`config.mk`:
```
export PLATFORM = sky130hd
export DESIGN_NAME = ps2_host_tx
export DESIGN_NICKNAME = d
export VERILOG_FILES = /design/src/rtl/ps2_pkg.sv /design/src/rtl/ps2_line_sync.sv /design/src/rtl/ps2_host_tx.sv
export SDC_FILE = /design/constraint.sdc
export NUM_CORES = 1
export LEC_CHECK = 0
export BUFFER_PORTS_ARGS = -buffer_cell sky130_fd_sc_hd__buf_4
export CAP_MARGIN = 20
export CORE_ASPECT_RATIO = 0.6
export CORE_MARGIN = 4
export CORE_UTILIZATION = 37
export DETAILED_ROUTE_END_ITERATION = 10
export GPL_ROUTABILITY_DRIVEN = 0
export PLACE_DENSITY = 0.6
export SLEW_MARGIN = 20
export SYNTH_ARGS = -nofsm -noshare
export SYNTH_HDL_FRONTEND = slang
export SYNTH_HIERARCHICAL = 1
export SYNTH_SLANG_ARGS = --single-unit
```
`constraint.sdc`:
```
create_clock -name clk -period 2.3 [get_ports clk]
set_input_delay 0.23 -clock clk [delete_from_list [all_inputs] [get_ports clk]]
set_output_delay 0.23 -clock clk [all_outputs]
set_load 0.05 [all_outputs]
```
`src/rtl/ps2_pkg.sv`:
```
// Shared PS/2 definitions: host-transmit state encoding, frame length and default timing.
// Used by both the host transmitter and the device-to-host receiver.
package ps2_pkg;

    typedef enum logic [2:0] {
        IDLE,
        INHIBIT,
        RTS,
        SHIFT,
        ACK,
        WAIT_IDLE
    } ps2_state_t;

    localparam int unsigned FRAME_BITS         = 11;
    localparam int unsigned DEF_INHIBIT_CYCLES = 12000;
    localparam int unsigned DEF_TIMEOUT_CYCLES = 2000000;

    // {stop, odd parity, data LSB-first, start}
    function automatic logic [FRAME_BITS-1:0] build_frame(input logic [7:0] data);
        return {1'b1, ~^data, data, 1'b0};
    endfunction

endpackage

```
`src/rtl/ps2_line_sync.sv`:
```
// Two-flop synchronizer for the PS/2 clock and data pads plus a falling-edge strobe on clock.
// Registers reset to 1 so an idle bus does not produce a spurious edge after reset.
module ps2_line_sync (
    input  logic clk,
    input  logic rst,
    input  logic ps2_clk_in,
    input  logic ps2_data_in,
    output logic sync_clk,
    output logic sync_data,
    output logic clk_fall
);

    logic clk_meta;
    logic data_meta;
    logic clk_prev;

    always_ff @(posedge clk) begin
        if (rst) begin
            clk_meta  <= 1'b1;
            data_meta <= 1'b1;
            sync_clk  <= 1'b1;
            sync_data <= 1'b1;
            clk_prev  <= 1'b1;
        end else begin
            clk_meta  <= ps2_clk_in;
            data_meta <= ps2_data_in;
            sync_clk  <= clk_meta;
            sync_data <= data_meta;
            clk_prev  <= sync_clk;
        end
    end

    assign clk_fall = clk_prev & ~sync_clk;

endmodule

```
`src/rtl/ps2_host_tx.sv`:
```
// PS/2 host-to-device transmitter: inhibit, request-to-send, shift one byte on device clock falls,
// collect the ACK bit and wait for the bus to go idle. Open-drain outputs: *_oe = 1 pulls the pad low.
module ps2_host_tx
    import ps2_pkg::*;
#(
    parameter int unsigned INHIBIT_CYCLES = DEF_INHIBIT_CYCLES,
    parameter int unsigned TIMEOUT_CYCLES = DEF_TIMEOUT_CYCLES
) (
    input  logic       clk,
    input  logic       rst,
    input  logic [7:0] tx_data,
    input  logic       tx_valid,
    output logic       tx_ready,
    input  logic       ps2_clk_in,
    input  logic       ps2_data_in,
    output logic       ps2_clk_oe,
    output logic       ps2_data_oe,
    output logic       busy,
    output logic       done,
    output logic       ack_err,
    output logic       timeout
);

    localparam int unsigned INH_W = $clog2(INHIBIT_CYCLES + 1);
    localparam int unsigned WD_W  = $clog2(TIMEOUT_CYCLES + 1);
    localparam logic [INH_W-1:0] INH_LAST = INH_W'(INHIBIT_CYCLES - 1);
    localparam logic [WD_W-1:0]  WD_LAST  = WD_W'(TIMEOUT_CYCLES - 1);
    localparam logic [3:0]       STOP_IDX = 4'(FRAME_BITS - 1);

    ps2_state_t            state;
    logic [FRAME_BITS-1:0] frame;
    logic [3:0]            idx;
    logic [INH_W-1:0]      inh_cnt;
    logic [WD_W-1:0]       wd_cnt;
    logic                  nack;
    logic                  wd_active;

    logic sync_clk;
    logic sync_data;
    logic clk_fall;

    ps2_line_sync u_sync (
        .clk         (clk),
        .rst         (rst),
        .ps2_clk_in  (ps2_clk_in),
        .ps2_data_in (ps2_data_in),
        .sync_clk    (sync_clk),
        .sync_data   (sync_data),
        .clk_fall    (clk_fall)
    );

    always_comb begin
        wd_active = 1'b0;
        if (state == RTS || state == SHIFT || state == ACK || state == WAIT_IDLE)
            wd_active = 1'b1;
    end

    always_ff @(posedge clk) begin
        if (rst) begin
            state       <= IDLE;
            frame       <= '0;
            idx         <= '0;
            inh_cnt     <= '0;
            wd_cnt      <= '0;
            nack        <= 1'b0;
            ps2_clk_oe  <= 1'b0;
            ps2_data_oe <= 1'b0;
            busy        <= 1'b0;
            tx_ready    <= 1'b1;
            done        <= 1'b0;
            ack_err     <= 1'b0;
            timeout     <= 1'b0;
        end else begin
            done    <= 1'b0;
            ack_err <= 1'b0;
            timeout <= 1'b0;
            // Watchdog expiry wins over any fall seen in the same cycle.
            if (wd_active && wd_cnt == WD_LAST) begin
                state       <= IDLE;
                ps2_clk_oe  <= 1'b0;
                ps2_data_oe <= 1'b0;
                busy        <= 1'b0;
                tx_ready    <= 1'b1;
                timeout     <= 1'b1;
            end else begin
                if (wd_active)
                    wd_cnt <= wd_cnt + 1'b1;
                case (state)
                    IDLE: begin
                        if (tx_valid) begin
                            frame       <= build_frame(tx_data);
                            inh_cnt     <= '0;
                            nack        <= 1'b0;
                            ps2_clk_oe  <= 1'b1;
                            ps2_data_oe <= 1'b0;
                            busy        <= 1'b1;
                            tx_ready    <= 1'b0;
                            state       <= INHIBIT;
                        end
                    end
                    INHIBIT: begin
                        if (inh_cnt == INH_LAST) begin
                            ps2_data_oe <= 1'b1;
                            wd_cnt      <= '0;
                            state       <= RTS;
                        end else begin
                            inh_cnt <= inh_cnt + 1'b1;
                        end
                    end
                    RTS: begin
                        ps2_clk_oe  <= 1'b0;
                        ps2_data_oe <= ~frame[0];
                        idx         <= '0;
                        state       <= SHIFT;
                    end
                    SHIFT: begin
                        if (clk_fall) begin
                            if (idx == STOP_IDX) begin
                                nack  <= sync_data;
                                state <= ACK;
                            end else begin
                                idx         <= idx + 4'd1;
                                ps2_data_oe <= ~frame[idx + 4'd1];
                            end
                        end
                    end
                    ACK: begin
                        ps2_data_oe <= 1'b0;
                        state       <= WAIT_IDLE;
                    end
                    WAIT_IDLE: begin
                        if (sync_clk && sync_data) begin
                            done     <= 1'b1;
                            ack_err  <= nack;
                            busy     <= 1'b0;
                            tx_ready <= 1'b1;
                            state    <= IDLE;
                        end
                    end
                    default: state <= IDLE;
                endcase
            end
        end
    end

endmodule
```
==> impl_metrics.env, run 1 <==
export IMPL_status="completed"
export IMPL_critPathMaxFanout=15
export IMPL_synth_area_per_cell_sq_um=8.338
export IMPL_layoutNonFillerInstCount=513
export IMPL_yosysSeqAreaShare=0.4229
export IMPL_slew_headroom=0.5386
export IMPL_worst_path_buf_inv=0
export IMPL_diodes=0
export IMPL_wire_per_inst_um=14.08
export IMPL_synth_top_cell_area_share=0.4229
export IMPL_r2r_start="inh_cnt[0]"
export IMPL_grt_max_degree=25
export IMPL_track_usage=0.1560
export IMPL_crit_path_end_kind="flip-flop"
export IMPL_synth_area_top_cells="dfxtp_1, nand2_1, xnor2_1, xor2_1, nor2_1"
export IMPL_cts_buffers_inserted=9
export IMPL_route_detailed_drc=0
export IMPL_postRouteAntennaNets=0
export IMPL_fillers=813
export IMPL_antenna_found_initial=0
export IMPL_cts_sinks=65
export IMPL_final_cell_mix="dfxtp_1, nand2_1, nor2_1, buf_4, a21oi_1"
export IMPL_overflow=0
export IMPL_period_minus_slack_ps=2184
export IMPL_tightest_slew_ps=686.4
export IMPL_vias=2685
export IMPL_syn_to_final_growth_pct=20.33
export IMPL_sequentialPowerShare=0.385
export IMPL_synth_top_flop_cell="dfxtp_1"
export IMPL_drv_slew=0
export IMPL_critPathLaunch="inh_cnt[0]"
export IMPL_leakage_nw=1.358
export IMPL_fp_dieW_um=125.7
export IMPL_grt_pass1_vias=2395
export IMPL_hold_path_class="in2reg"
export IMPL_cts_root_buffer="clkbuf_16"
export IMPL_crit_cells=6
export IMPL_final_period_utilization=0.9496
export IMPL_ios=20
export IMPL_critPathKind="reg2reg"
export IMPL_power_density_nw_per_um2=914.8
export IMPL_worstPathCellList="ha_1 -> nand4_1 -> or2_1 -> or4_1 -> nand2_8 -> o22ai_1"
export IMPL_reg2reg_depth=6
export IMPL_cp_slowest_stage_delay_ps=710
export IMPL_row_count=25
export IMPL_synth_warnings=6
export IMPL_grt_pass1_wl_um=12080
export IMPL_finalHoldViolCount=0
export IMPL_design_die_area_sq_um=9886
export IMPL_initial_core_util=0.3857
export IMPL_final_nets=417
export IMPL_port_buffers=19
export IMPL_worst_ep_arrival_time_ps=2390
export IMPL_finalSetupViolCount=0
export IMPL_coreArea_sq_um=7976
export IMPL_dp_cells=497
export IMPL_cp_endpoint="wd_cnt[2]"
export IMPL_wirelength_um=7225
export IMPL_p_switching_mw=1.078
export IMPL_cp_start_kind="flip-flop"
export IMPL_vias_per_cell=5.234
export IMPL_pwr_share_comb=0.243
export IMPL_drive_above_1_share=0.1457
export IMPL_syn_area_sq_um=3077
export IMPL_fin_skew_ps=5.112
export IMPL_cts_tree="yes"
export IMPL_internal_power_mw=2.309
export IMPL_layout_commonest_cell="dfxtp_1"
export IMPL_max_cap_viol_count=0
export IMPL_critPathTopFamily="simple AND/OR/NAND/NOR gates"
export IMPL_first_iter_violations=141
export IMPL_rsz0062_at_grt="false"
export IMPL_cpMaxStageDelayCell="or4_1"
export IMPL_timing_rr_end="wd_cnt[2]"
export IMPL_switching_share=0.3182
export IMPL_synth_edff_count=0
export IMPL_max_clock_freq_mhz=457.9
export IMPL_clock_latency_ps=330
export IMPL_setup_tns_ps=0
export IMPL_cts_hold_fix_buffers=0
export IMPL_clk_pin_slew_ps=50
export IMPL_h_tree_depth=3
export IMPL_synthArstFlopShare=0
export IMPL_mappedNetlistNets=386
export IMPL_p_clk_frac=0.372
export IMPL_synth_top_cell_by_area="dfxtp_1"
export IMPL_firstDrtPassIters=7
export IMPL_ys_ff_latch=65
export IMPL_clockBufferDepth=2
export IMPL_dp_hpwl_um=5312
export IMPL_critPathRequiredTime_ps=2510
export IMPL_syn_inst=369
export IMPL_die_y_um=78.64
export IMPL_r2r_slack_ps=120
export IMPL_peakVddDrop_mv=0.4404
export IMPL_yosysUniqueCellTypes=52
## area by class of cell
type                            count  area (sq um)  area share
Tap cell                          108         135.1     0.03650
Inverter                           11         41.29     0.01115
Multi-Input combinational cell    277          1672      0.4515
Sequential cell                    65          1301      0.3515
Clock inverter                      6         43.79     0.01183
Clock buffer                       10         239.0     0.06455
Timing Repair Buffer               36         270.3     0.07300
## how the worst min path moves through the flow
stage	startpoint	to	slack, ps	cells past startpoint
after detailed placement	u_sync/clk_meta	u_sync/sync_clk	390	1
after global routing	ps2_clk_in	u_sync/clk_meta	60	2
after CTS	ps2_clk_in	u_sync/clk_meta	60	2
after global placement	u_sync/clk_meta	u_sync/sync_clk	390	1
after floorplan	ps2_clk_in	u_sync/clk_meta	330	1
final	ps2_clk_in	u_sync/clk_meta	70	2
## state kept, by name, summed over array words and instances (netlist names), 3 cells and up
| signal | cells |
|---|---|
| state | 3 |
| inh_cnt | 14 |
| wd_cnt | 21 |
| frame | 10 |
| idx | 4 |
## worst reg2reg max path: cells and delay by family, from the launching register on
family	cells	cell delay (ps)
flops	1	370
fa+ha+maj	1	230
simple gates	4	1360
compound gates	1	90
## layer usage
metal,GRT usage,share of wire
met5,0,0
met4,0.06169,0.013
met3,0.06118,0.078
met2,0.1866,0.37
met1,0.2378,0.54
## power by group through the flow
stage / clock network, mW / logic, mW / registers, mW
after floorplan: 0 / 0.500 / 1.39
after global placement: 0 / 0.803 / 1.32
after detailed placement: 0 / 0.809 / 1.33
after CTS: 1.30 / 0.813 / 1.30
after global routing: 1.35 / 0.910 / 1.32
final: 1.26 / 0.822 / 1.30
## logic make-up after synthesis
logic type	share of synthesized area
AND/OR/NAND/NOR	0.2761
flip-flops	0.4229
AO/OA/AOI/OAI	0.1224
XOR/XNOR	0.1110
buffers and inverters	0.03822
multiplexers	0.01301
adder cells (fa/ha/maj)	0.01627
## repair_timing
item | 4_1_cts | 5_1_grt
setup buffers | 0 | 0
gates resized for setup | 0 | 1
setup endpoints to repair | 0 | 1
## per-stage QoR
stage          hold slack (ps)  setup slack (ps)  instance area, sq um  total power [mW]  utilization
2_1_floorplan            327.1             200.3                  3077             1.888            -
3_3_place_gp             388.4             190.5                  3406             2.126       0.4270
3_5_place_dp             389.9             120.8                  3406             2.136       0.4270
4_1_cts                  57.97             105.4                  3689             3.414       0.4624
5_1_grt                  64.25             18.02                  3702             3.577       0.4642
6_report                 73.17             116.0                  3702             3.387       0.4642
## cell usage after synthesis (2+ instances only)
cell type and number:
xnor2_1 20, nor4_1 5, nand4_1 7, nand2b_1 2
or2_1 6, nand4b_1 2, a211o_1 2, nand3_1 20
nand3b_1 3, ha_1 4, and3_1 4, xor2_1 19
nor3b_1 2, nor3_1 10, nor2b_1 4, or3_1 3
a211oi_1 2, a311oi_1 2, mux2i_1 4, clkbuf_1 12
nand2_1 51, a21oi_1 27, a21o_1 6, or2_2 2
nor2_1 38, o21ai_0 7, inv_1 11, or4_1 3
a31oi_1 2, dfxtp_1 65, o22ai_1 3
Power figures use the tool's default switching activity.
==> inputs of run 2 (changes only) <==
--- a/config.mk
+++ b/config.mk
@@ -12,6 +12,7 @@
 export CORE_UTILIZATION = 37
 export DETAILED_ROUTE_END_ITERATION = 10
 export GPL_ROUTABILITY_DRIVEN = 0
+export MAX_ROUTING_LAYER = met4
 export PLACE_DENSITY = 0.6
 export SLEW_MARGIN = 20
 export SYNTH_ARGS = -nofsm -noshare
==> run 2 against run 1 <==
Worst setup slack got worse by 5.0 ps. First-iteration DRC count increased by 13%. Non-clock buffer count unchanged. Combinational power about the same. Hold slack got worse by 2.1 ps. Highest routed layer unchanged. Final cell count unchanged. Critical path depth unchanged.
==> impl_metrics.env, run 2 (synthesis results as in run 1) <==
export IMPL_whs_ps=71.06
export IMPL_tightest_slew_ps=686.2
export IMPL_critPathTopFamily="simple AND/OR/NAND/NOR gates"
export IMPL_grt_pass1_vias=2398
export IMPL_largestRegisters="wd_cnt x21, inh_cnt x14, frame x10"
export IMPL_port_buffers=19
export IMPL_row_count=25
export IMPL_final_nets=417
export IMPL_power_density_nw_per_um2=915.9
export IMPL_fp_dieW_um=125.7
export IMPL_top_register="wd_cnt"
export IMPL_post_cts_buffers=0
export IMPL_cts_sinks=65
export IMPL_vias_per_cell=5.236
export IMPL_clockBufferDepth=2
export IMPL_design_die_area_sq_um=9886
export IMPL_max_clock_freq_mhz=456.8
export IMPL_cts_root_buffer="clkbuf_16"
export IMPL_critPathMaxFanout=15
export IMPL_track_usage=0.1596
export IMPL_ios=20
export IMPL_switching_share=0.3190
export IMPL_hold_path_class="in2reg"
export IMPL_max_cap_viol_count=0
export IMPL_worst_path_buf_inv=0
export IMPL_setup_tns_ps=0
export IMPL_route_detailed_drc=0
export IMPL_fin_skew_ps=5.378
export IMPL_h_tree_depth=3
export IMPL_worst_ep_arrival_time_ps=2400
export IMPL_leakage_nw=1.358
export IMPL_initial_core_util=0.3857
export IMPL_cp_start_kind="flip-flop"
export IMPL_cpMaxStageDelayCell="or4_1"
export IMPL_layout_commonest_cell="dfxtp_1"
export IMPL_grt_max_degree=25
export IMPL_firstDrtPassIters=5
export IMPL_period_minus_slack_ps=2189
export IMPL_die_y_um=78.64
export IMPL_reg2reg_depth=6
export IMPL_critPathRequiredTime_ps=2510
export IMPL_clk_pin_slew_ps=50
export IMPL_slew_headroom=0.5387
export IMPL_cts_buffers_inserted=9
export IMPL_crit_path_end_kind="flip-flop"
export IMPL_drv_slew=0
export IMPL_crit_cells=6
export IMPL_clock_latency_ps=340
export IMPL_cts_hold_fix_buffers=0
export IMPL_coreArea_sq_um=7976
export IMPL_critPathKind="reg2reg"
export IMPL_dp_hpwl_um=5312
export IMPL_largest_register_ffs=21
export IMPL_wirelength_um=7200
export IMPL_wire_per_inst_um=14.04
export IMPL_final_period_utilization=0.9517
export IMPL_diodes=0
export IMPL_finalHoldViolCount=0
export IMPL_finalSetupViolCount=0
export IMPL_sequentialPowerShare=0.385
export IMPL_p_clk_frac=0.373
export IMPL_pwr_share_comb=0.243
export IMPL_cts_tree="yes"
export IMPL_worstPathCellList="ha_1 -> nand4_1 -> or2_1 -> or4_1 -> nand2_8 -> o22ai_1"
export IMPL_peakVddDrop_mv=0.4407
export IMPL_final_cell_mix="dfxtp_1, nand2_1, nor2_1, buf_4, a21oi_1"
export IMPL_drive_above_1_share=0.1457
export IMPL_vias=2686
export IMPL_r2r_start="inh_cnt[0]"
export IMPL_antenna_found_initial=0
export IMPL_postRouteAntennaNets=0
export IMPL_first_iter_violations=159
export IMPL_syn_to_final_growth_pct=20.33
export IMPL_holdCritStartpoint="ps2_clk_in"
export IMPL_fillers=813
export IMPL_worstHoldPathCells=2
export IMPL_overflow=0
export IMPL_rsz0062_at_grt="false"
export IMPL_grt_pass1_wl_um=12070
export IMPL_status="completed"
export IMPL_critPathLaunch="inh_cnt[0]"
export IMPL_p_switching_mw=1.082
export IMPL_cp_slowest_stage_delay_ps=720
export IMPL_internal_power_mw=2.309
-- run 2: cell counts in the layout (fill, tap and decap cells not counted) --
No cell type changed its count.
-- run 2: power by group through the flow --
stage	Clock, mW	Sequential [mW]	Combinational [mW]
final	1.26	1.30	0.822
after floorplan	0	1.39	0.500
after global routing	1.35	1.32	0.910
after CTS	1.30	1.30	0.813
after detailed placement	0	1.33	0.809
after global placement	0	1.32	0.803
-- run 2: worst reg2reg max path, cell delays in order (launching register included) --
cell,delay (ps)
dfxtp_1,370
ha_1,230
nand4_1,180
or2_1,260
or4_1,720
nand2_8,220
o22ai_1,90
-- run 2: worst paths after layout --
check,endpoint,slack (ps)
max,wd_cnt[2],110
min,u_sync/clk_meta,70
max reg2reg,wd_cnt[2],110
min reg2reg,u_sync/sync_clk,400
-- run 2: layer usage --
metal	GRT usage	share of wire	vias to the layer above
met5	-	0	-
met4	0.06818	0.018	0
met2	0.1866	0.36	82
li1	-	-	1340
met1	0.2382	0.55	1250
met3	0.05303	0.066	14
-- run 2: what timing repair did --
| item | CTS | global route |
|---|---|---|
| gates resized for setup | 0 | 1 |
| endpoints found under the setup margin | 0 | 1 |
| endpoints found under the hold margin | 0 | 0 |
-- run 2: final cells by class --
cell class | count | area, sq um | area share
Clock buffer | 10 | 239.0 | 0.06455
Clock inverter | 6 | 43.79 | 0.01183
Inverter | 11 | 41.29 | 0.01115
Multi-Input combinational cell | 277 | 1672 | 0.4515
Sequential cell | 65 | 1301 | 0.3515
Tap cell | 108 | 135.1 | 0.03650
Timing Repair Buffer | 36 | 270.3 | 0.07300
-- run 2: through the flow --
stage	cell area [sq um]	util	setup WS, ps	cells	total power, mW
final	3702	0.4642	111.0	513	3.391
after global routing	3702	0.4642	18.25	513	3.572
after CTS	3689	0.4624	105.4	513	3.414
after detailed placement	3406	0.4270	120.8	497	2.136
after global placement	3406	0.4270	190.5	497	2.126
after floorplan	3077	-	200.3	369	1.888
